`config.mk`:
```
export PLATFORM = sky130hd
export DESIGN_NAME = snn_ctrl_flat
export DESIGN_NICKNAME = d
export VERILOG_FILES = /design/src/rtl/snn_pkg.sv /design/src/rtl/snn_ctrl_if.sv /design/src/rtl/img_loader.sv /design/src/rtl/snn_ctrl.sv /design/src/flat_wrapper.sv
export SDC_FILE = /design/constraint.sdc
export NUM_CORES = 1
export LEC_CHECK = 0
export BUFFER_PORTS_ARGS = -buffer_cell sky130_fd_sc_hd__buf_2
export CAP_MARGIN = 25
export CORE_MARGIN = 2
export CORE_UTILIZATION = 30
export DETAILED_ROUTE_END_ITERATION = 6
export SYNTH_ARGS = -nofsm -noshare
export SYNTH_HDL_FRONTEND = slang
export SYNTH_HIERARCHICAL = 1
export SYNTH_SLANG_ARGS = --single-unit
```
`constraint.sdc`:
```
create_clock -name clk -period 2.3 [get_ports clk]
set_clock_uncertainty 0.2 [all_clocks]
set_input_delay 0.345 -clock clk [delete_from_list [all_inputs] [get_ports clk]]
set_output_delay 0.345 -clock clk [all_outputs]
set_load 0.03 [all_outputs]
```
`src/rtl/snn_pkg.sv`:
```
// snn_pkg: shared FSM state type and default parameters for the SNN controller.
// No ports. It provides state_t, DEF_IMG_BITS (pixels per image) and DEF_ASCII_ZERO
// (the offset that turns a result digit into a transmitted character).
package snn_pkg;
    typedef enum logic [2:0] {IDLE, WRITE, WAIT, START, RUN, TX} state_t;
    localparam int DEF_IMG_BITS = 784;
    localparam logic [7:0] DEF_ASCII_ZERO = 8'h30;
endpackage

```
`src/rtl/snn_ctrl_if.sv`:
```
// snn_ctrl_if: bundles the UART, image-RAM, snn_core and result signals of snn_ctrl.
// UART rx:  rx_rdy, rx_data -> ctrl; clr_rx_rdy <- ctrl
// RAM:      ram_we, ram_addr, ram_d <- ctrl
// snn_core: snn_addr, snn_done, snn_digit -> ctrl; snn_start <- ctrl
// UART tx:  tx_done -> ctrl; tx_start, tx_data <- ctrl
// result:   digit <- ctrl
// Modports: master is the controller side and slave is the environment side.
interface snn_ctrl_if;
    logic       rx_rdy;
    logic [7:0] rx_data;
    logic       clr_rx_rdy;
    logic       ram_we;
    logic [9:0] ram_addr;
    logic       ram_d;
    logic [9:0] snn_addr;
    logic       snn_start;
    logic       snn_done;
    logic [3:0] snn_digit;
    logic       tx_start;
    logic [7:0] tx_data;
    logic       tx_done;
    logic [3:0] digit;
    modport master (
        input  rx_rdy, rx_data, snn_addr, snn_done, snn_digit, tx_done,
        output clr_rx_rdy, ram_we, ram_addr, ram_d, snn_start, tx_start, tx_data, digit
    );
    modport slave (
        output rx_rdy, rx_data, snn_addr, snn_done, snn_digit, tx_done,
        input  clr_rx_rdy, ram_we, ram_addr, ram_d, snn_start, tx_start, tx_data, digit
    );
endinterface

```
`src/rtl/img_loader.sv`:
```
// img_loader: turns received bytes into an LSB-first pixel stream with a running pixel address.
// Ports: clk, rst_n (async, active-low)
//        load    - capture byte_in and restart the 3-bit bit counter
//        shift   - one pixel is being written this cycle, so advance shift_reg, the counter and bit_addr
//        clr     - zero bit_addr
//        bit_addr, bit_out - current pixel address and pixel value
//        last    - this pixel ends the byte (8th bit or final image pixel)
//        full    - this pixel is the final pixel of the image
module img_loader
    import snn_pkg::*;
#(
    parameter int IMG_BITS = DEF_IMG_BITS
) (
    input  logic       clk,
    input  logic       rst_n,
    input  logic       load,
    input  logic       shift,
    input  logic       clr,
    input  logic [7:0] byte_in,
    output logic [9:0] bit_addr,
    output logic       bit_out,
    output logic       last,
    output logic       full
);
    logic [7:0] shift_reg;
    logic [2:0] cnt;

    always_ff @(posedge clk or negedge rst_n) begin
        if (!rst_n) begin
            shift_reg <= '0;
            cnt       <= '0;
            bit_addr  <= '0;
        end else begin
            if (load) begin
                shift_reg <= byte_in;
                cnt       <= '0;
            end else if (shift) begin
                shift_reg <= shift_reg >> 1;
                cnt       <= cnt + 3'd1;
            end
            if (clr)
                bit_addr <= '0;
            else if (shift)
                bit_addr <= bit_addr + 10'd1;
        end
    end

    assign bit_out = shift_reg[0];
    assign full    = bit_addr == 10'(IMG_BITS - 1);
    // The final byte may hold fewer than 8 pixels, so reaching the image size also ends it.
    assign last    = full || cnt == 3'd7;
endmodule

```
`src/rtl/snn_ctrl.sv`:
```
// snn_ctrl: loads a 1-bit image from UART into RAM, runs snn_core and sends back the digit in ASCII.
// Ports: clk, rst_n (async, active-low), bus (snn_ctrl_if.master: UART rx/tx, image RAM,
//        snn_core handshake, held result digit).
// Parameters: IMG_BITS (pixels per image), ASCII_ZERO (offset added to the digit before sending).
module snn_ctrl
    import snn_pkg::*;
#(
    parameter int IMG_BITS = DEF_IMG_BITS,
    parameter logic [7:0] ASCII_ZERO = DEF_ASCII_ZERO
) (
    input logic        clk,
    input logic        rst_n,
    snn_ctrl_if.master bus
);
    state_t     state, nxt;
    logic       load, clr, last, full, bit_out;
    logic [9:0] bit_addr;

    // A byte is accepted only while loading an image. A byte that arrives in START, RUN or TX stays pending.
    assign load = (state == IDLE || state == WAIT) && bus.rx_rdy;
    assign clr  = state == IDLE || (state == TX && bus.tx_done);

    img_loader #(.IMG_BITS(IMG_BITS)) u_loader (
        .clk      (clk),
        .rst_n    (rst_n),
        .load     (load),
        .shift    (state == WRITE),
        .clr      (clr),
        .byte_in  (bus.rx_data),
        .bit_addr (bit_addr),
        .bit_out  (bit_out),
        .last     (last),
        .full     (full)
    );

    always_comb begin
        nxt = state;
        case (state)
            IDLE:    nxt = bus.rx_rdy ? WRITE : IDLE;
            WRITE:   nxt = last ? (full ? START : WAIT) : WRITE;
            WAIT:    nxt = bus.rx_rdy ? WRITE : WAIT;
            START:   nxt = RUN;
            RUN:     nxt = bus.snn_done ? TX : RUN;
            TX:      nxt = bus.tx_done ? IDLE : TX;
            default: nxt = IDLE;
        endcase
    end

    assign bus.ram_addr = state == RUN ? bus.snn_addr : bit_addr;
    assign bus.ram_d    = bit_out;

    // The strobes are decoded from the next state, so each one comes straight from a flop.
    always_ff @(posedge clk or negedge rst_n) begin
        if (!rst_n) begin
            state          <= IDLE;
            bus.ram_we     <= 1'b0;
            bus.snn_start  <= 1'b0;
            bus.tx_start   <= 1'b0;
            bus.clr_rx_rdy <= 1'b0;
            bus.tx_data    <= '0;
            bus.digit      <= '0;
        end else begin
            state          <= nxt;
            bus.ram_we     <= nxt == WRITE;
            bus.snn_start  <= nxt == START;
            bus.tx_start   <= state == RUN && bus.snn_done;
            bus.clr_rx_rdy <= load;
            if (state == RUN && bus.snn_done) begin
                bus.digit   <= bus.snn_digit;
                bus.tx_data <= ASCII_ZERO + {4'b0, bus.snn_digit};
            end
        end
    end
endmodule

```
`src/flat_wrapper.sv`:
```
// flat-port wrapper written by rule: the top's interface ports become plain ports
module snn_ctrl_flat import snn_pkg::*;
#(
    parameter int IMG_BITS = DEF_IMG_BITS,
    parameter logic [7:0] ASCII_ZERO = DEF_ASCII_ZERO
)
  (clk, rst_n, bus_rx_rdy, bus_rx_data, bus_snn_addr, bus_snn_done, bus_snn_digit, bus_tx_done, bus_clr_rx_rdy, bus_ram_we, bus_ram_addr, bus_ram_d, bus_snn_start, bus_tx_start, bus_tx_data, bus_digit);
  snn_ctrl_if bus_i ();
  input logic clk;
  input logic rst_n;
  input wire logic [$bits(bus_i.rx_rdy)-1:0] bus_rx_rdy;
  input wire logic [$bits(bus_i.rx_data)-1:0] bus_rx_data;
  input wire logic [$bits(bus_i.snn_addr)-1:0] bus_snn_addr;
  input wire logic [$bits(bus_i.snn_done)-1:0] bus_snn_done;
  input wire logic [$bits(bus_i.snn_digit)-1:0] bus_snn_digit;
  input wire logic [$bits(bus_i.tx_done)-1:0] bus_tx_done;
  output wire logic [$bits(bus_i.clr_rx_rdy)-1:0] bus_clr_rx_rdy;
  output wire logic [$bits(bus_i.ram_we)-1:0] bus_ram_we;
  output wire logic [$bits(bus_i.ram_addr)-1:0] bus_ram_addr;
  output wire logic [$bits(bus_i.ram_d)-1:0] bus_ram_d;
  output wire logic [$bits(bus_i.snn_start)-1:0] bus_snn_start;
  output wire logic [$bits(bus_i.tx_start)-1:0] bus_tx_start;
  output wire logic [$bits(bus_i.tx_data)-1:0] bus_tx_data;
  output wire logic [$bits(bus_i.digit)-1:0] bus_digit;
  assign bus_i.rx_rdy = bus_rx_rdy;
  assign bus_i.rx_data = bus_rx_data;
  assign bus_i.snn_addr = bus_snn_addr;
  assign bus_i.snn_done = bus_snn_done;
  assign bus_i.snn_digit = bus_snn_digit;
  assign bus_i.tx_done = bus_tx_done;
  assign bus_clr_rx_rdy = bus_i.clr_rx_rdy;
  assign bus_ram_we = bus_i.ram_we;
  assign bus_ram_addr = bus_i.ram_addr;
  assign bus_ram_d = bus_i.ram_d;
  assign bus_snn_start = bus_i.snn_start;
  assign bus_tx_start = bus_i.tx_start;
  assign bus_tx_data = bus_i.tx_data;
  assign bus_digit = bus_i.digit;
  snn_ctrl #(.IMG_BITS(IMG_BITS), .ASCII_ZERO(ASCII_ZERO)) u_core (.clk(clk), .rst_n(rst_n), .bus(bus_i));
endmodule
```
==> results of run 1 <==
worst min-delay path by stage:
stage               cells past startpoint            from                            to
floorplan                               0           rst_n         u_core/bus.clr_rx_rdy
global placement                        1           rst_n           u_core/bus.digit[0]
detailed placement                      1           rst_n           u_core/bus.digit[1]
CTS                                     3  bus_rx_data[3]  u_core/u_loader/shift_reg[3]
global route                            3  bus_rx_data[1]  u_core/u_loader/shift_reg[1]
finish                                  3  bus_rx_data[3]  u_core/u_loader/shift_reg[3]
through the flow:
step | total power [mW] | util | instance area [sq um] | TNS [ps] | instances
6_report | 2.940 | 0.4023 | 2340 | 0 | 299
5_1_grt | 3.171 | 0.4023 | 2340 | -90.16 | 299
4_1_cts | 2.902 | 0.3855 | 2242 | 0 | 294
3_5_place_dp | 2.304 | 0.3595 | 2091 | 0 | 283
3_3_place_gp | 2.283 | 0.3595 | 2091 | 0 | 283
2_1_floorplan | 2.000 | - | 1780 | 0 | 164
power by group through the flow:
stage	Clock [mW]	Sequential, mW	Combinational [mW]
global route	0.621	0.940	1.61
floorplan	0	1.04	0.964
CTS	0.588	0.919	1.39
finish	0.566	0.908	1.47
detailed placement	0	0.927	1.38
global placement	0	0.918	1.37
repair_timing:
action                                  in CTS  in global routing
gates resized for setup                      3                 28
hold buffers                                 1                  0
endpoints found under the setup margin       9                 11
setup buffers                                2                  5
endpoints found under the hold margin       33                  0
pin swaps                                    1                  1
layout make-up:
type	count	area, sq um
clock buffer	6	82.58
sequential	33	828.3
tap	75	93.84
fill	607	3476
timing repair buffer	68	445.4
inverter	3	11.26
multi-input combinational	112	840.8
clock inverter	2	37.54
per-layer routing:
layer | track usage | wire (microns)
met1 | 0.1498 | 1607
met2 | 0.1835 | 1693
met3 | 0.03889 | 248
met4 | 0.04237 | 36
met5 | 0 | 0
critical path, delay by kind of cell (launching register included):
family	cells	cell delay (ps)
buf+inv	2	310
flops	1	450
mux	1	340
simple gates	1	290
synth_stat cells:
master / count / area (sq um)
nand4b_1: 1 / 8.760
nand2_2: 1 / 6.260
clkbuf_1: 3 / 11.26
nand4_1: 2 / 12.51
nor4_1: 1 / 6.260
nor2_1: 10 / 37.54
dfrtp_1: 33 / 825.8
nor2b_1: 1 / 6.260
inv_1: 3 / 11.26
buf_2: 2 / 10.01
xor2_1: 3 / 26.28
a21oi_1: 9 / 45.04
buf_4: 9 / 67.56
or4_1: 4 / 30.03
a21o_1: 1 / 7.510
mux2_2: 10 / 112.6
ha_1: 3 / 37.54
nor3b_1: 1 / 7.510
o31ai_1: 4 / 30.03
or2_2: 3 / 18.77
nor3_1: 1 / 5.000
o2111ai_1: 1 / 8.760
mux2_4: 4 / 60.06
o211ai_4: 1 / 21.27
nand3_1: 2 / 10.01
nor3b_4: 1 / 18.77
o21ai_0: 10 / 50.05
nand3_4: 1 / 17.52
nand2_1: 12 / 45.04
mux2i_1: 10 / 100.1
a221oi_1: 1 / 8.760
buf_6: 2 / 22.52
nand3b_1: 2 / 15.01
and3_1: 1 / 6.260
nand2b_1: 5 / 31.28
or3_2: 1 / 7.510
and2_4: 1 / 8.760
conb_1: 1 / 3.750
xnor2_1: 2 / 17.52
logic make-up (layout without fill, tap and decap cells):
group	count (synthesis)	count (layout)	share of synthesized area
adders and majority gates	3	3	0.02113
DFF	33	33	0.4648
AOI/OAI and AO/OA	27	27	0.09648
xor gates and xnor gates	5	5	0.02465
and+or+nand+nor	51	51	0.1683
buffers and inverters	19	79	0.06901
muxes	24	24	0.1535
other	1	2	0.002111
==> metrics.cfg, run 1 <==
[clock_tree]
cts-htree-levels=2
clkLatencyLatePin_ps=280
cts_root_buf=clkbuf_8
cts.sinks=33
clockBufferDepth=2
numCtsBuffers=5
cts_tree=done
cts.clk_slew.worst_paths_ps=70

[power]
power_switching_mw=1.180
power.share.sequential=0.309
power_frac_clock=0.192
p_int_mw=1.760
power.density_mw_per_mm2=1257
swShare=0.4015
leakage_nw=1.126
pwr-share-comb=0.499
max-vdd-ir-drop_mv=0.5304

[critical_path]
end_kind=output pin
required_ps=1750
endpoint=bus_ram_addr[7]
reg2reg_slack_ps=180
crit_top_cell=buf_6
rr_worst_depth=5
reg2reg_from=u_core/state[0]
path_max_fanout=6
critPathLaunchType=register
cp_slowest_stage_delay_ps=450
cp_cell_sequence=nor3b_4, buf_6, mux2_2, buf_6
r2r_end=u_core/u_loader/bit_addr[7]
worstPathArrival_ps=1680
timing.critical_path.from=u_core/state[0]
crit_slowest_cell=dfrtp_2
worstSetupPathType=register to output pin

[layout]
drive_gt1_frac=0.4509
area_growth_syn_to_layout_pct=31.69
final_common_cell=buf_2
nets=253
largest_reg_flops=10
final_cell_mix=buf_2, dfrtp_1, buf_4
num_antenna_cells=0

[drt]
routed_wl_microns=3584
ant_nets=0
post_drt_wl_per_cell_microns=11.99
vias=1352
route.detailed.drc=0
dr.pass1.iters=4
vias_per_cell=4.522
first_iter_violations=75

[die]
core_area_sq_mm=0.005816
start_util=0.3055
die-area_sq_mm=0.006554
die_h_microns=80.96
ios=54
rows=28
die_w_microns=80.96

[place]
dp.final_hpwl_microns=2604
port_buffers=51
place_ws_ps=132.5
gp_congestion=0.8453

[sta]
drv_slew=0
min_period_ps=2226
slew_headroom=0.5273
setup_violations=0
max_freq_mhz=449.2
rsz0062_at_grt=yes
tightest_slew_ps=709.1
finalCritPeriodShare=0.9679
hold_viol_final=0
worst_slack_ps=73.81
whs_ps=62.46

[logic_synthesis]
ys_types=39
syn_area_sq_mm=0.001777
yosysWarnings=6
syn_inst=163
postSynthAreaPerCell_sq_um=10.90
synth_seq_cells=33
ys_seq_area_frac=0.4648

[grt]
antenna_found_initial=0
gr-total-overflow=0
grt_pass1_vias=1262
globalRouteTotalUtil=0.1167
grt_pass1_wl_microns=5906
grt_start_max_net_pins=34

[hold_path]
min_path_type=input port to register

[run_status]
outcome=complete, no violations

[flow_run]
drv_cap=0

Note: power is estimated with default switching activity, not from simulation.
==> inputs of run 2 (changes only) <==
--- a/config.mk
+++ b/config.mk
@@ -10,6 +10,7 @@
 export CORE_MARGIN = 2
 export CORE_UTILIZATION = 30
 export DETAILED_ROUTE_END_ITERATION = 6
+export SETUP_SLACK_MARGIN = 0.3
 export SYNTH_ARGS = -nofsm -noshare
 export SYNTH_HDL_FRONTEND = slang
 export SYNTH_HIERARCHICAL = 1
==> run 2 against run 1 <==
Flip-flop and latch count did not move. Clock power fell by 25%. Combinational power rose by 12%. First-iteration DRC count fell by 23%. Critical path depth did not move. Via count rose by 3.1%. Sequential share of layout area fell by 1.1 points. Register-to-register slack improved by 170 ps. Die area did not move. Fmax rose by 4.2%. Largest power group unchanged.
==> metrics.cfg, run 2 (synthesized netlist as in run 1, its figures left out) <==
[run_status]
outcome=complete, no violations

[critical_path]
worst-path-buf-inv=2
critPathLaunchType=register
cp_num_cells=4
end_kind=output pin
crit_top_cell=buf_6
reg2reg_slack_ps=350
rr_worst_depth=6
path_max_fanout=6
crit_slowest_cell=dfrtp_2
worstPathArrival_ps=1590
cp_slowest_stage_delay_ps=420
required_ps=1750
critPathTopFamily=flip-flops
cp_cell_sequence=nor3b_4, buf_6, mux2_4, buf_6
worstSetupPathType=register to output pin

[sta]
finalCritPeriodShare=0.9291
slew_headroom=0.5164
rsz0062_at_grt=yes
setup_violations=0
drv_slew=0
max_freq_mhz=468.0
tightest_slew_ps=725.3
min_period_ps=2137
fin_tns_setup_ps=0
hold_viol_final=0

[layout]
final_common_cell=buf_2
nets=255
fin_area_sq_mm=0.002420
final_cell_mix=buf_2, dfrtp_1, buf_6, buf_4
seqCellArea_sq_um=829.5
area_growth_syn_to_layout_pct=36.20
multiInputGateArea_sq_um=920.9
largest_reg_flops=10
num_antenna_cells=0
fill_cells=580
drive_gt1_frac=0.4800

[die]
ios=54
core_area_sq_mm=0.005816
die_h_microns=80.96
die_w_microns=80.96
rows=28
start_util=0.3055
die-area_sq_mm=0.006554

[grt]
gr-total-overflow=0
globalRouteTotalUtil=0.1241
grt_start_max_net_pins=34
antenna_found_initial=0
grt_pass1_wl_microns=6168
grt_pass1_vias=1319

[clock_tree]
cts_root_buf=clkbuf_8
numCtsBuffers=5
cts.clk_slew.worst_paths_ps=60
cts_tree=done
cts-htree-levels=2
cts.sinks=33
clockBufferDepth=2
clkLatencyLatePin_ps=270

[drt]
first_iter_violations=58
route.detailed.drc=0
post_drt_wl_per_cell_microns=12.79
dr.pass1.iters=4
ant_nets=0
routed_wl_microns=3838
vias=1394
vias_per_cell=4.647

[power]
power.total_mw=2.954
power.density_mw_per_mm2=1221
max-vdd-ir-drop_mv=0.5779
leakage_nw=1.143

[place]
placed_area_sq_mm=0.002097
dp.final_hpwl_microns=2548
gp_congestion=0.7793
port_buffers=51

[flow_run]
drv_cap=0

[hold_path]
min_path_type=input port to register
hold_depth=3

[run 2: repair_timing]
item,in CTS,in global routing
pin swaps,6,10
resized for setup,34,10
gates cloned,1,0
setup buffers,4,5
endpoints found under the hold margin,33,0
hold buffers,1,0
endpoints found under the setup margin,19,17
[run 2: worst paths after layout]
kind                                  startpoint                           end
max                              u_core/state[1]               bus_ram_addr[0]
min                               bus_rx_data[2]  u_core/u_loader/shift_reg[2]
max reg2reg                      u_core/state[2]   u_core/u_loader/bit_addr[9]
min reg2reg                u_core/bus.tx_data[4]         u_core/bus.tx_data[4]
max in group asynchronous                  rst_n               u_core/state[0]
min in group asynchronous                  rst_n         u_core/bus.tx_data[4]
[run 2: report_power, final]
group,leakage [nW],internal [mW],total (mW),switching [mW]
clock,0.0443,0.237,0.425,0.188
sequential,0.421,0.778,0.890,0.112
combinational,0.678,0.733,1.64,0.907
total,1.14,1.75,2.95,1.21
[run 2: area by class of cell]
class,instances,area share
flip-flops and latches,33,0.3428
clock buffers,7,0.03568
multi-input cells,112,0.3806
repair buffers,70,0.1975
well taps,75,0.03878
inverters,3,0.004654
[run 2: worst reg2reg max path: stages (launching register included)]
cell and delay [ps]:
dfrtp_2 410, buf_6 140, or2_4 260, a21oi_4 190
o211ai_4 120, or4_1 400, a21oi_1 150
[run 2: stage by stage]
stage                     setup WS, ps  hold slack [ps]  std cells    util
final                            163.0            72.92        300  0.4161
after global routing             102.1            83.90        300  0.4161
after CTS                        120.9            62.11        295  0.4019
after detailed placement         140.3            253.5        282  0.3606
after global placement           204.4            243.6        282  0.3606
after floorplan                  333.0           -150.6        164       -
[run 2: routing by layer]
| metal | global-route usage | vias to the layer above | wire length, microns |
|---|---|---|---|
| met4 | 0.05593 | 0 | 78 |
| li1 | - | 685 | - |
| met3 | 0.04000 | 6 | 261 |
| met1 | 0.1506 | 657 | 1658 |
| met5 | 0 | - | 0 |
| met2 | 0.2008 | 46 | 1839 |
